===== config.mk =====
export PLATFORM = sky130hd
export DESIGN_NAME = multicycle_control_fsm_flat
export DESIGN_NICKNAME = d
export VERILOG_FILES = /design/src/rtl/multicycle_control_fsm_pkg.sv /design/src/rtl/multicycle_control_fsm_if.sv /design/src/rtl/multicycle_control_fsm_microcode_outputs.sv /design/src/rtl/multicycle_control_fsm.sv /design/src/flat_wrapper.sv
export SDC_FILE = /design/constraint.sdc
export NUM_CORES = 1
export LEC_CHECK = 0
export ABC_AREA = 1
export BUFFER_PORTS_ARGS = -buffer_cell sky130_fd_sc_hd__buf_2
export CAP_MARGIN = 20
export CORE_MARGIN = 10
export CORE_UTILIZATION = 49
export DETAILED_ROUTE_END_ITERATION = 7
export GPL_TIMING_DRIVEN = 0
export HOLD_SLACK_MARGIN = 0.08
export PLACE_DENSITY = 0.78
export RECOVER_POWER = 100
export SLEW_MARGIN = 20
export SYNTH_ARGS = -nofsm -noshare
export SYNTH_HDL_FRONTEND = slang
export SYNTH_SLANG_ARGS = --single-unit

===== constraint.sdc =====
create_clock -name clk -period 1.4 [get_ports clk]
set_input_delay 0.14 -clock clk [delete_from_list [all_inputs] [get_ports clk]]
set_output_delay 0.14 -clock clk [all_outputs]
set_load 0.02 [all_outputs]

===== src/rtl/multicycle_control_fsm_pkg.sv =====
// Shared constants, state encoding and control-word type for the multi-cycle RV32I controller.
package multicycle_control_fsm_pkg;

  localparam logic [6:0] OPC_ARITH     = 7'b0110011;
  localparam logic [6:0] OPC_ARITH_IMM = 7'b0010011;
  localparam logic [6:0] OPC_LOAD      = 7'b0000011;
  localparam logic [6:0] OPC_STORE     = 7'b0100011;
  localparam logic [6:0] OPC_BRANCH    = 7'b1100011;
  localparam logic [6:0] OPC_JAL       = 7'b1101111;
  localparam logic [6:0] OPC_JALR      = 7'b1100111;
  localparam logic [6:0] OPC_ECALL     = 7'b1110011;

  localparam logic       ALU_SRC_A_PC    = 1'b0;
  localparam logic       ALU_SRC_A_RS1   = 1'b1;
  localparam logic [1:0] ALU_SRC_B_RS2   = 2'd0;
  localparam logic [1:0] ALU_SRC_B_FOUR  = 2'd1;
  localparam logic [1:0] ALU_SRC_B_IMM   = 2'd2;
  localparam logic [1:0] ALU_OP_ADD      = 2'd0;
  localparam logic [1:0] ALU_OP_FUNCT    = 2'd1;
  localparam logic [1:0] ALU_OP_BRANCH   = 2'd2;
  localparam logic       PC_SRC_ALU      = 1'b0;
  localparam logic       PC_SRC_ALUOUT   = 1'b1;

  typedef enum logic [2:0] {
    StIf,
    StId,
    StEx,
    StBrTaken,
    StMem,
    StWb,
    StHalt
  } state_e;

  typedef struct packed {
    logic       pc_write;
    logic       pc_source;
    logic       i_or_d;
    logic       mem_read;
    logic       mem_write;
    logic       ir_write;
    logic       reg_write;
    logic       mem_to_reg;
    logic       alu_src_a;
    logic [1:0] alu_src_b;
    logic [1:0] alu_op;
  } ctrl_t;

  function automatic logic is_known_opcode(logic [6:0] opc);
    return (opc == OPC_ARITH)  || (opc == OPC_ARITH_IMM) || (opc == OPC_LOAD) ||
           (opc == OPC_STORE)  || (opc == OPC_BRANCH)    || (opc == OPC_JAL)  ||
           (opc == OPC_JALR)   || (opc == OPC_ECALL);
  endfunction

endpackage


===== src/rtl/multicycle_control_fsm_if.sv =====
// Controller <-> datapath signal bundle; master is the controller side.
interface multicycle_control_fsm_if #(
  parameter int unsigned CNT_WIDTH = 32
);
  logic [6:0]           opcode;
  logic                 bcond;
  logic                 halt_cond;
  logic                 mem_ready;
  logic                 pc_write;
  logic                 pc_source;
  logic                 i_or_d;
  logic                 mem_read;
  logic                 mem_write;
  logic                 ir_write;
  logic                 reg_write;
  logic                 mem_to_reg;
  logic                 alu_src_a;
  logic [1:0]           alu_src_b;
  logic [1:0]           alu_op;
  logic                 is_halted;
  logic [CNT_WIDTH-1:0] inst_count;

  modport master (
    input  opcode, bcond, halt_cond, mem_ready,
    output pc_write, pc_source, i_or_d, mem_read, mem_write, ir_write, reg_write,
           mem_to_reg, alu_src_a, alu_src_b, alu_op, is_halted, inst_count
  );

  modport slave (
    output opcode, bcond, halt_cond, mem_ready,
    input  pc_write, pc_source, i_or_d, mem_read, mem_write, ir_write, reg_write,
           mem_to_reg, alu_src_a, alu_src_b, alu_op, is_halted, inst_count
  );
endinterface


===== src/rtl/multicycle_control_fsm_microcode_outputs.sv =====
// Combinational decode of state, opcode and handshake inputs into datapath strobes/selects.
module multicycle_control_fsm_microcode_outputs
  import multicycle_control_fsm_pkg::*;
(
  input  state_e     state_i,
  input  logic [6:0] opcode_i,
  input  logic       bcond_i,
  input  logic       halt_cond_i,
  input  logic       mem_ready_i,
  output ctrl_t      ctrl_o
);

  always_comb begin
    ctrl_o = '0;
    unique case (state_i)
      StIf: begin
        ctrl_o.mem_read = 1'b1;
        ctrl_o.ir_write = mem_ready_i;
      end
      StId: begin
        ctrl_o.alu_src_a = ALU_SRC_A_PC;
        ctrl_o.alu_src_b = ALU_SRC_B_FOUR;
        ctrl_o.alu_op    = ALU_OP_ADD;
        if ((opcode_i == OPC_ECALL) ? !halt_cond_i : !is_known_opcode(opcode_i)) begin
          ctrl_o.pc_write  = 1'b1;
          ctrl_o.pc_source = PC_SRC_ALU;
        end
      end
      StEx: begin
        case (opcode_i)
          OPC_ARITH: begin
            ctrl_o.alu_src_a = ALU_SRC_A_RS1;
            ctrl_o.alu_src_b = ALU_SRC_B_RS2;
            ctrl_o.alu_op    = ALU_OP_FUNCT;
          end
          OPC_ARITH_IMM: begin
            ctrl_o.alu_src_a = ALU_SRC_A_RS1;
            ctrl_o.alu_src_b = ALU_SRC_B_IMM;
            ctrl_o.alu_op    = ALU_OP_FUNCT;
          end
          OPC_LOAD, OPC_STORE: begin
            ctrl_o.alu_src_a = ALU_SRC_A_RS1;
            ctrl_o.alu_src_b = ALU_SRC_B_IMM;
          end
          OPC_BRANCH: begin
            ctrl_o.alu_src_a = ALU_SRC_A_RS1;
            ctrl_o.alu_src_b = ALU_SRC_B_RS2;
            ctrl_o.alu_op    = ALU_OP_BRANCH;
            // ALUOut still holds PC+4 from ID.
            ctrl_o.pc_write  = !bcond_i;
            ctrl_o.pc_source = PC_SRC_ALUOUT;
          end
          OPC_JAL, OPC_JALR: begin
            ctrl_o.alu_src_a = (opcode_i == OPC_JALR) ? ALU_SRC_A_RS1 : ALU_SRC_A_PC;
            ctrl_o.alu_src_b = ALU_SRC_B_IMM;
            ctrl_o.pc_write  = 1'b1;
            ctrl_o.reg_write = 1'b1;
          end
          default: ;
        endcase
      end
      StBrTaken: begin
        ctrl_o.alu_src_b = ALU_SRC_B_IMM;
        ctrl_o.pc_write  = 1'b1;
      end
      StMem: begin
        ctrl_o.i_or_d    = 1'b1;
        ctrl_o.mem_read  = (opcode_i == OPC_LOAD);
        ctrl_o.mem_write = (opcode_i != OPC_LOAD);
        // ALUOut reloads every cycle, so keep recomputing rs1+imm to hold the address steady.
        ctrl_o.alu_src_a = ALU_SRC_A_RS1;
        ctrl_o.alu_src_b = ALU_SRC_B_IMM;
        if (mem_ready_i && (opcode_i != OPC_LOAD)) begin
          ctrl_o.alu_src_a = ALU_SRC_A_PC;
          ctrl_o.alu_src_b = ALU_SRC_B_FOUR;
          ctrl_o.pc_write  = 1'b1;
        end
      end
      StWb: begin
        ctrl_o.reg_write  = 1'b1;
        ctrl_o.mem_to_reg = (opcode_i == OPC_LOAD);
        ctrl_o.alu_src_b  = ALU_SRC_B_FOUR;
        ctrl_o.pc_write   = 1'b1;
      end
      default: ;
    endcase
  end

endmodule


===== src/rtl/multicycle_control_fsm.sv =====
// Multi-cycle RV32I control FSM: state register, next-state logic and retired-instruction count.
module multicycle_control_fsm
  import multicycle_control_fsm_pkg::*;
#(
  parameter int unsigned CNT_WIDTH = 32
) (
  input logic                    clk,
  input logic                    reset,
  multicycle_control_fsm_if.master bus
);

  state_e               state_q, state_d;
  logic                 is_halted_q;
  logic [CNT_WIDTH-1:0] cnt_q;
  ctrl_t                ctrl, ctrl_out;

  multicycle_control_fsm_microcode_outputs u_microcode_outputs (
    .state_i     (state_q),
    .opcode_i    (bus.opcode),
    .bcond_i     (bus.bcond),
    .halt_cond_i (bus.halt_cond),
    .mem_ready_i (bus.mem_ready),
    .ctrl_o      (ctrl)
  );

  always_comb begin
    state_d = state_q;
    unique case (state_q)
      StIf: if (bus.mem_ready) state_d = StId;
      StId: begin
        if (bus.opcode == OPC_ECALL) begin
          state_d = bus.halt_cond ? StHalt : StIf;
        end else begin
          state_d = is_known_opcode(bus.opcode) ? StEx : StIf;
        end
      end
      StEx: begin
        case (bus.opcode)
          OPC_ARITH, OPC_ARITH_IMM: state_d = StWb;
          OPC_LOAD, OPC_STORE:      state_d = StMem;
          OPC_BRANCH:               state_d = bus.bcond ? StBrTaken : StIf;
          default:                  state_d = StIf;
        endcase
      end
      StBrTaken: state_d = StIf;
      StMem: if (bus.mem_ready) state_d = (bus.opcode == OPC_LOAD) ? StWb : StIf;
      StWb:   state_d = StIf;
      StHalt: state_d = StHalt;
      default: state_d = StIf;
    endcase
  end

  always_ff @(posedge clk) begin
    if (reset) begin
      state_q     <= StIf;
      cnt_q       <= '0;
      is_halted_q <= 1'b0;
    end else begin
      state_q     <= state_d;
      is_halted_q <= (state_d == StHalt);
      if (ctrl.pc_write) cnt_q <= cnt_q + CNT_WIDTH'(1);
    end
  end

  assign ctrl_out = reset ? '0 : ctrl;

  assign bus.pc_write   = ctrl_out.pc_write;
  assign bus.pc_source  = ctrl_out.pc_source;
  assign bus.i_or_d     = ctrl_out.i_or_d;
  assign bus.mem_read   = ctrl_out.mem_read;
  assign bus.mem_write  = ctrl_out.mem_write;
  assign bus.ir_write   = ctrl_out.ir_write;
  assign bus.reg_write  = ctrl_out.reg_write;
  assign bus.mem_to_reg = ctrl_out.mem_to_reg;
  assign bus.alu_src_a  = ctrl_out.alu_src_a;
  assign bus.alu_src_b  = ctrl_out.alu_src_b;
  assign bus.alu_op     = ctrl_out.alu_op;
  assign bus.is_halted  = is_halted_q;
  assign bus.inst_count = cnt_q;

endmodule


===== src/flat_wrapper.sv =====
// flat-port wrapper written by rule: the top's interface ports become plain ports
module multicycle_control_fsm_flat import multicycle_control_fsm_pkg::*;
#(
  parameter int unsigned CNT_WIDTH = 32
)
  (clk, reset, bus_opcode, bus_bcond, bus_halt_cond, bus_mem_ready, bus_pc_write, bus_pc_source, bus_i_or_d, bus_mem_read, bus_mem_write, bus_ir_write, bus_reg_write, bus_mem_to_reg, bus_alu_src_a, bus_alu_src_b, bus_alu_op, bus_is_halted, bus_inst_count);
  multicycle_control_fsm_if #(.CNT_WIDTH(CNT_WIDTH)) bus_i ();
  input logic clk;
  input logic reset;
  input wire logic [$bits(bus_i.opcode)-1:0] bus_opcode;
  input wire logic [$bits(bus_i.bcond)-1:0] bus_bcond;
  input wire logic [$bits(bus_i.halt_cond)-1:0] bus_halt_cond;
  input wire logic [$bits(bus_i.mem_ready)-1:0] bus_mem_ready;
  output wire logic [$bits(bus_i.pc_write)-1:0] bus_pc_write;
  output wire logic [$bits(bus_i.pc_source)-1:0] bus_pc_source;
  output wire logic [$bits(bus_i.i_or_d)-1:0] bus_i_or_d;
  output wire logic [$bits(bus_i.mem_read)-1:0] bus_mem_read;
  output wire logic [$bits(bus_i.mem_write)-1:0] bus_mem_write;
  output wire logic [$bits(bus_i.ir_write)-1:0] bus_ir_write;
  output wire logic [$bits(bus_i.reg_write)-1:0] bus_reg_write;
  output wire logic [$bits(bus_i.mem_to_reg)-1:0] bus_mem_to_reg;
  output wire logic [$bits(bus_i.alu_src_a)-1:0] bus_alu_src_a;
  output wire logic [$bits(bus_i.alu_src_b)-1:0] bus_alu_src_b;
  output wire logic [$bits(bus_i.alu_op)-1:0] bus_alu_op;
  output wire logic [$bits(bus_i.is_halted)-1:0] bus_is_halted;
  output wire logic [$bits(bus_i.inst_count)-1:0] bus_inst_count;
  assign bus_i.opcode = bus_opcode;
  assign bus_i.bcond = bus_bcond;
  assign bus_i.halt_cond = bus_halt_cond;
  assign bus_i.mem_ready = bus_mem_ready;
  assign bus_pc_write = bus_i.pc_write;
  assign bus_pc_source = bus_i.pc_source;
  assign bus_i_or_d = bus_i.i_or_d;
  assign bus_mem_read = bus_i.mem_read;
  assign bus_mem_write = bus_i.mem_write;
  assign bus_ir_write = bus_i.ir_write;
  assign bus_reg_write = bus_i.reg_write;
  assign bus_mem_to_reg = bus_i.mem_to_reg;
  assign bus_alu_src_a = bus_i.alu_src_a;
  assign bus_alu_src_b = bus_i.alu_src_b;
  assign bus_alu_op = bus_i.alu_op;
  assign bus_is_halted = bus_i.is_halted;
  assign bus_inst_count = bus_i.inst_count;
  multicycle_control_fsm #(.CNT_WIDTH(CNT_WIDTH)) u_core (.clk(clk), .reset(reset), .bus(bus_i));
endmodule

# Word-level counts from Yosys, hierarchy flattened

Index checks and enable logic that the tools add are counted.

Add/sub/neg operators: 1
Equality and inequality tests: 16
Multiplexer cells: 31
Reductions and logical operators: 19

Operators with widths:

| cell                                                 | count |
|---|---|
| adder 32 x 1 -> 32 bit (second input constant)       | 1 |
| equality test 7 bit (second input constant)          | 4 |
| two-way mux 3 bit                                    | 6 |
| one-hot mux 3 bit (3 select lines)                   | 2 |
| one-hot mux 3 bit (5 select lines)                   | 1 |
| equality test 7 x 6 -> 1 bit (second input constant) | 2 |
| two-way mux 13 bit                                   | 1 |
| equality test 3 bit (second input constant)          | 4 |
| OR reduction 2 bit                                   | 6 |
| one-hot mux 1 bit (2 select lines)                   | 5 |
| two-way mux 1 bit                                    | 9 |
| two-way mux 2 bit                                    | 4 |
| one-hot mux 2 bit (4 select lines)                   | 1 |
| equality test 7 x 2 -> 1 bit (second input constant) | 1 |
| equality test 7 x 5 -> 1 bit (second input constant) | 1 |
| logical OR 1 bit                                     | 7 |
| != test 7 x 2 -> 1 bit (second input constant)       | 1 |
| equality test 3 x 2 -> 1 bit (second input constant) | 2 |
| one-hot mux 1 bit (4 select lines)                   | 1 |
| one-hot mux 2 bit (2 select lines)                   | 1 |
| equality test 3 x 1 -> 1 bit (second input constant) | 1 |
| zero test 1 bit                                      | 3 |
| zero test 3 bit                                      | 1 |
| OR reduction 3 bit                                   | 1 |
| logical AND 1 bit                                    | 1 |

Bits in registers: 36
Input bits: 12
Output and inout port bits: 46

# Longest topological paths before layout

Depth after elaboration: 13
Gate-level depth with buffers: 11

# Hierarchy

Synthesis repeated with hierarchy kept, for this count alone.

Cells, all modules: 430
Area total of the unflattened synthesis: 2581.2 um2

Modules (own cells, without submodules):

| module                                   | times used | cells each | area each (um2) |
|---|---|---|---|
| multicycle_control_fsm                   | 1          | 368        | 2262.2 |
| multicycle_control_fsm_microcode_outputs | 1          | 62         | 319.1 |

# Worst setup path after synthesis

Ideal clock, no wire load.

Path type: reg-to-reg
Start point: reg u_core.cnt_q[0] (netlist: u_core.bus.inst_count[0])
End point: reg u_core.cnt_q[16] (netlist: u_core.bus.inst_count[16])
Setup time: 70 ps
Arrival: 1604 ps
Data required time: 1330 ps
Slack: -274 ps
Stages on the path, launching flop included: 9
Buffers on the path: 0
Clock period less this slack: 1674 ps
Cell sequence: dfxtp_1 > ha_1 > inv_1 > nor3_4 > nand2_1 > nor2_1 > xor2_1 > nand2_1 > a21oi_1

Word-level cells in the longest chain between the ends: 1

Ends and longest elaborated chain:

| element                | RTL line                     | RTL |
|---|---|---|
| from (decl)            | multicycle_control_fsm.sv:14 | `logic [CNT_WIDTH-1:0] cnt_q;` |
| from (signal assigned) | multicycle_control_fsm.sv:61 | `if (ctrl.pc_write) cnt_q <= cnt_q + CNT_WIDTH'(1);` |
| adder 32 x 1 -> 32 bit | multicycle_control_fsm.sv:61 |  |

Every way passes these cells.
A chain may end at the register's enable or synchronous reset.

# Worst setup path after layout

Start point: reg u_core.state_q[1]
End point: out bus_alu_src_b[1]

Word-level cells in the longest chain between the ends: 4

Ends and longest elaborated chain:

| element                                                             | RTL line                                       | RTL |
|---|---|---|
| from (decl)                                                         | multicycle_control_fsm.sv:12                   | `state_e state_q, state_d;` |
| from (signal assigned)                                              | multicycle_control_fsm.sv:55                   | `state_q <= StIf;` |
| from (signal assigned)                                              | multicycle_control_fsm.sv:59                   | `state_q <= state_d;` |
| equality test 3 bit or equality test 3 x 1 -> 1 bit (tied branches) | multicycle_control_fsm_microcode_outputs.sv:15 | `unique case (state_i)` |
| OR reduction 2 bit (no line)                                        | -                                              |  |
| one-hot mux 2 bit (4 select lines) (*)                              | multicycle_control_fsm_microcode_outputs.sv:15 |  |
| two-way mux 13 bit (*)                                              | multicycle_control_fsm.sv:65                   | `assign ctrl_out = reset ? '0 : ctrl;` |
| to (decl)                                                           | flat_wrapper.sv:23                             | `output wire logic [$bits(bus_i.alu_src_b)-1:0] bus_alu_src_b;` |

Mark *: on every way between the ends. The rest lies on a longest branch, timed or not.

==> summary.txt <==
Timing
  • Period minus WS final: 1892 ps
  • Worst Clk Skew: between 3 and 4 ps
  • Number of max-slew violations in the final report: 0
  • Upper clock frequency limit: 528.4 MHz
  • Final Hold Fails: 0
  • Normalized max-slew margin: around three fifths
  • Slew at the pin with the worst max-slew slack: around 570 ps
  • Setup ws final: -492.4 ps
  • Total Neg Setup Slack: -6234 ps
  • Period utilization: 135.2%
  • Final setup violation count: 47
  • Setup repair after global routing missed its margin: yes

Flow run
  • Total of max-cap violations: 0

Clock tree
  • Clock tree from TritonCTS: built
  • Count of clock tree sinks: 36
  • Number of buffers on the longest clock path: 2
  • Source-to-sink clock delay at the later pin of the worst-skew pair: 290 ps
  • CTS clock-pin slew for the worst setup and hold paths: approximately 70 ps
  • H-tree levels: 2
  • CTS root buffer: sky130_fd_sc_hd__clkbuf_8
  • Total clock buffers created by CTS: 5

Setup path
  • Element type at the critical path start: flop
  • Sort of element at the end of the critical path: output port
  • Worst Setup Path Type: flop to output port
  • Critical path required time: approximately 1300 ps
  • Max Fanout on Critical Path: 3
  • Data arrival at the endpoint of the critical path: between 1500 and 2000 ps

Placed design
  • Placed instance area: between 3000 and 4000 um2
  • Weighted congestion at the end of routability-driven global placement: 1.010
  • Placed wire-length estimate: 6.516 mm
  • Number of port buffers: between 50 and 60

Run status
  • Status: finished, violations left
  • Violated checks: negative setup slack

Power
  • Psw: 0.0005532 W
  • Portion of total power attributed to sequential cells: between 40% and 50%
  • Leak pwr: ~1.5 nW
  • Combinational share of power: a little under an eighth
  • PD cells: about 540 nW/um2
  • Worst-case vdd ir drop: 0.4983 mV
  • Internal Power: between 0.0015 and 0.002 W
  • Sw frac: between 20 and 30%
  • Clock network fraction of design power: 38.3%

Drt
  • Detailed Routing Iterations Pass 1: 6
  • Count of unresolved DRC violations after routing: 0
  • Total via count in the routed design: between 3,000 and 4,000
  • Detailed-route wire length per cell: 16.44 um
  • Routed via count divided by cell count: ~5.8
  • Total wire length: around 9.8 mm
  • DRC violation total after the first TritonRoute iteration: around 290
  • Antenna violation net count after detailed routing: 0

Die
  • Horizontal die dimension: approximately 93 um
  • Die Outline Area: approximately 8700 um2
  • Total I/O pin count: 58
  • Site row count: 26
  • Core region area: between 5000 and 6000 um2
  • Die height: between 90 and 100 um
  • Initial Util: about half

Cells and area
  • P&R area growth vs syn: 45.24%
  • Number of fillers in the final layout: around 430
  • Fin nets: approximately 540
  • Layout cells sized above 1: approximately a third
  • Area taken by flip-flops and latches: 772.0 um2
  • Total area of multi-input combinational cells: about 2000 um2
  • Diode count: 0
  • Post-route cell area: between 3000 and 4000 um2

Synth
  • Unique cell type count in the Yosys netlist: 29
  • Adder and majority cell fraction of the synthesized area: less than 1%
  • Syn_area_per_cell: between 6 and 7 um2
  • Register area share after synthesis: 27.57%
  • Number of synthesized register bits: 36
  • Biggest area contributors in the synthesized netlist: sky130_fd_sc_hd__dfxtp_1 28%, sky130_fd_sc_hd__nand2_1 21%, sky130_fd_sc_hd__nand4_1 9.3%, sky130_fd_sc_hd__nor2_1 8.5%, sky130_fd_sc_hd__a21oi_1 6.5%
  • Fraction of post-synthesis cell area in the top cell type by area: 27.57%
  • Most frequent cell after synthesis: sky130_fd_sc_hd__nand2_1
  • Compound-cell area share of the yosys netlist: 8.569%
  • Synthesized instance count: between 400 and 500
  • Multiplexer share of the synthesized area: 0%
  • Warnings from Yosys: 0
  • Cell Area, Synth: between 2000 and 3000 um2
  • Largest family of logic cells by synthesized area: simple AND/OR/NAND/NOR gates
  • Dominant synthesized flop cell: sky130_fd_sc_hd__dfxtp_1
  • Synthesized netlist net count: 444
  • Cell type contributing the most total cell area after synthesis: sky130_fd_sc_hd__dfxtp_1
  • Post-synth ARST share: 0%
  • Most instantiated cells after synthesis: 144 x sky130_fd_sc_hd__nand2_1, 59 x sky130_fd_sc_hd__nor2_1, 39 x sky130_fd_sc_hd__nand4_1
  • Simple logic cell fraction of the synthesized area: about half
  • Xor and xnor fraction of the mapped netlist area: under 10%
  • EDFF count, synth: 0

Global route
  • Pin count of the biggest net entering global routing: 11
  • Grt total ovfl: 0
  • All-Layer GR Usage: 20.60%
  • Number of antenna violations at the first check in global routing: 0
  • Global-route wire length before repair: ~15 mm
  • Via count of the first global-routing pass: ~3,200

Worst hold path
  • Class of the tightest hold or removal check: input port to flop
[power groups by stage]
stage	Clock, W	Combinational, W	Sequential (W)
after floorplan	0	0.000117	0.00106
after global placement	0	0.000174	0.00106
after detailed placement	0	0.000177	0.00106
after CTS	0.000790	0.000213	0.00103
after global routing	0.000840	0.000266	0.00103
final	0.000792	0.000248	0.00103
[layer usage]
metal | vias up | routed length, um | track usage (%) | part of all wire, %
met2 | 201 | 4708 | 35.57 | 48
met4 | 0 | 337 | 6.170 | 3.4
met1 | 1604 | 3964 | 25.05 | 40
met5 | - | 0 | 0 | 0
li1 | 1623 | - | - | -
met3 | 35 | 836 | 4.237 | 8.5
[logic make-up (layout without fill, tap and decap cells)]
kind of cell             count (synthesis)  count (layout)
XOR/XNOR                                15              15
flip-flops                              36              36
adder cells (fa/ha/maj)                  1               1
AND/OR/NAND/NOR                        283             283
AO/OA/AOI/OAI                           43              43
buffers and inverters                   53             151
[sequential cells by signal, indices dropped and copies added (netlist names)]
name	count
u_core.bus.inst_count	32
u_core.bus.is_halted	1
u_core.state_q	3
[area by class of cell]
type / instances / share of cell area, %
buffer: 18 / 3.856
tap: 70 / 2.307
multi-input combinational: 342 / 51.58
sequential: 36 / 20.34
timing repair buffer: 90 / 15.82
clock buffer: 8 / 2.373
inverter: 35 / 3.724
[worst paths after layout]
check	start	endpoint	slack, ps	cells past startpoint
max	u_core.state_q[1]	bus_alu_src_b[1]	-490	8
min	bus_halt_cond	u_core.state_q[2]	210	3
max reg2reg	u_core.state_q[0]	u_core.bus.inst_count[7]	-120	11
min reg2reg	u_core.bus.inst_count[16]	u_core.bus.inst_count[16]	530	2
[repair_timing]
| item | in CTS | in global routing |
|---|---|---|
| pin swaps | 16 | 19 |
| hold buffers | 0 | 0 |
| setup endpoints to repair | 43 | 47 |
| resized for setup | 52 | 83 |
| setup buffers | 20 | 13 |
| gates cloned | 0 | 2 |
[metrics by stage]
stage / setup slack, ps / instances / power, W / hold slack, ps / util (%)
2_1_floorplan: -48.91 / 431 / 0.001178 / 351.9 / -
3_3_place_gp: -403.2 / 557 / 0.001234 / 502.2 / 59.83
3_5_place_dp: -415.0 / 557 / 0.001237 / 488.7 / 59.83
4_1_cts: -338.2 / 585 / 0.002033 / 195.2 / 67.50
5_1_grt: -487.0 / 599 / 0.002132 / 223.3 / 73.86
6_report: -492.4 / 599 / 0.002065 / 214.1 / 73.86
[critical path, cell delays in order (launching register included)]
cell	delay, ps
sky130_fd_sc_hd__dfxtp_4	390
sky130_fd_sc_hd__inv_4	60
sky130_fd_sc_hd__nor2_4	90
sky130_fd_sc_hd__inv_2	60
sky130_fd_sc_hd__nor2_4	160
sky130_fd_sc_hd__buf_6	130
sky130_fd_sc_hd__nand4_1	140
sky130_fd_sc_hd__a41oi_2	280
sky130_fd_sc_hd__buf_6	160
[layout by cell type, fill, tap and decap left out, types with 15 or more instances in the layout]
cell type                  synthesis  layout
sky130_fd_sc_hd__a21oi_1          34      28
sky130_fd_sc_hd__buf_4             4      33
sky130_fd_sc_hd__buf_6             3      17
sky130_fd_sc_hd__clkbuf_1          5      39
sky130_fd_sc_hd__dfxtp_2           0      17
sky130_fd_sc_hd__inv_1            30      21
sky130_fd_sc_hd__nand2_1         144     130
sky130_fd_sc_hd__nand4_1          39      39
sky130_fd_sc_hd__nor2_1           59      33
sky130_fd_sc_hd__nor2_2            2      15
Power figures use the tool's default switching activity.
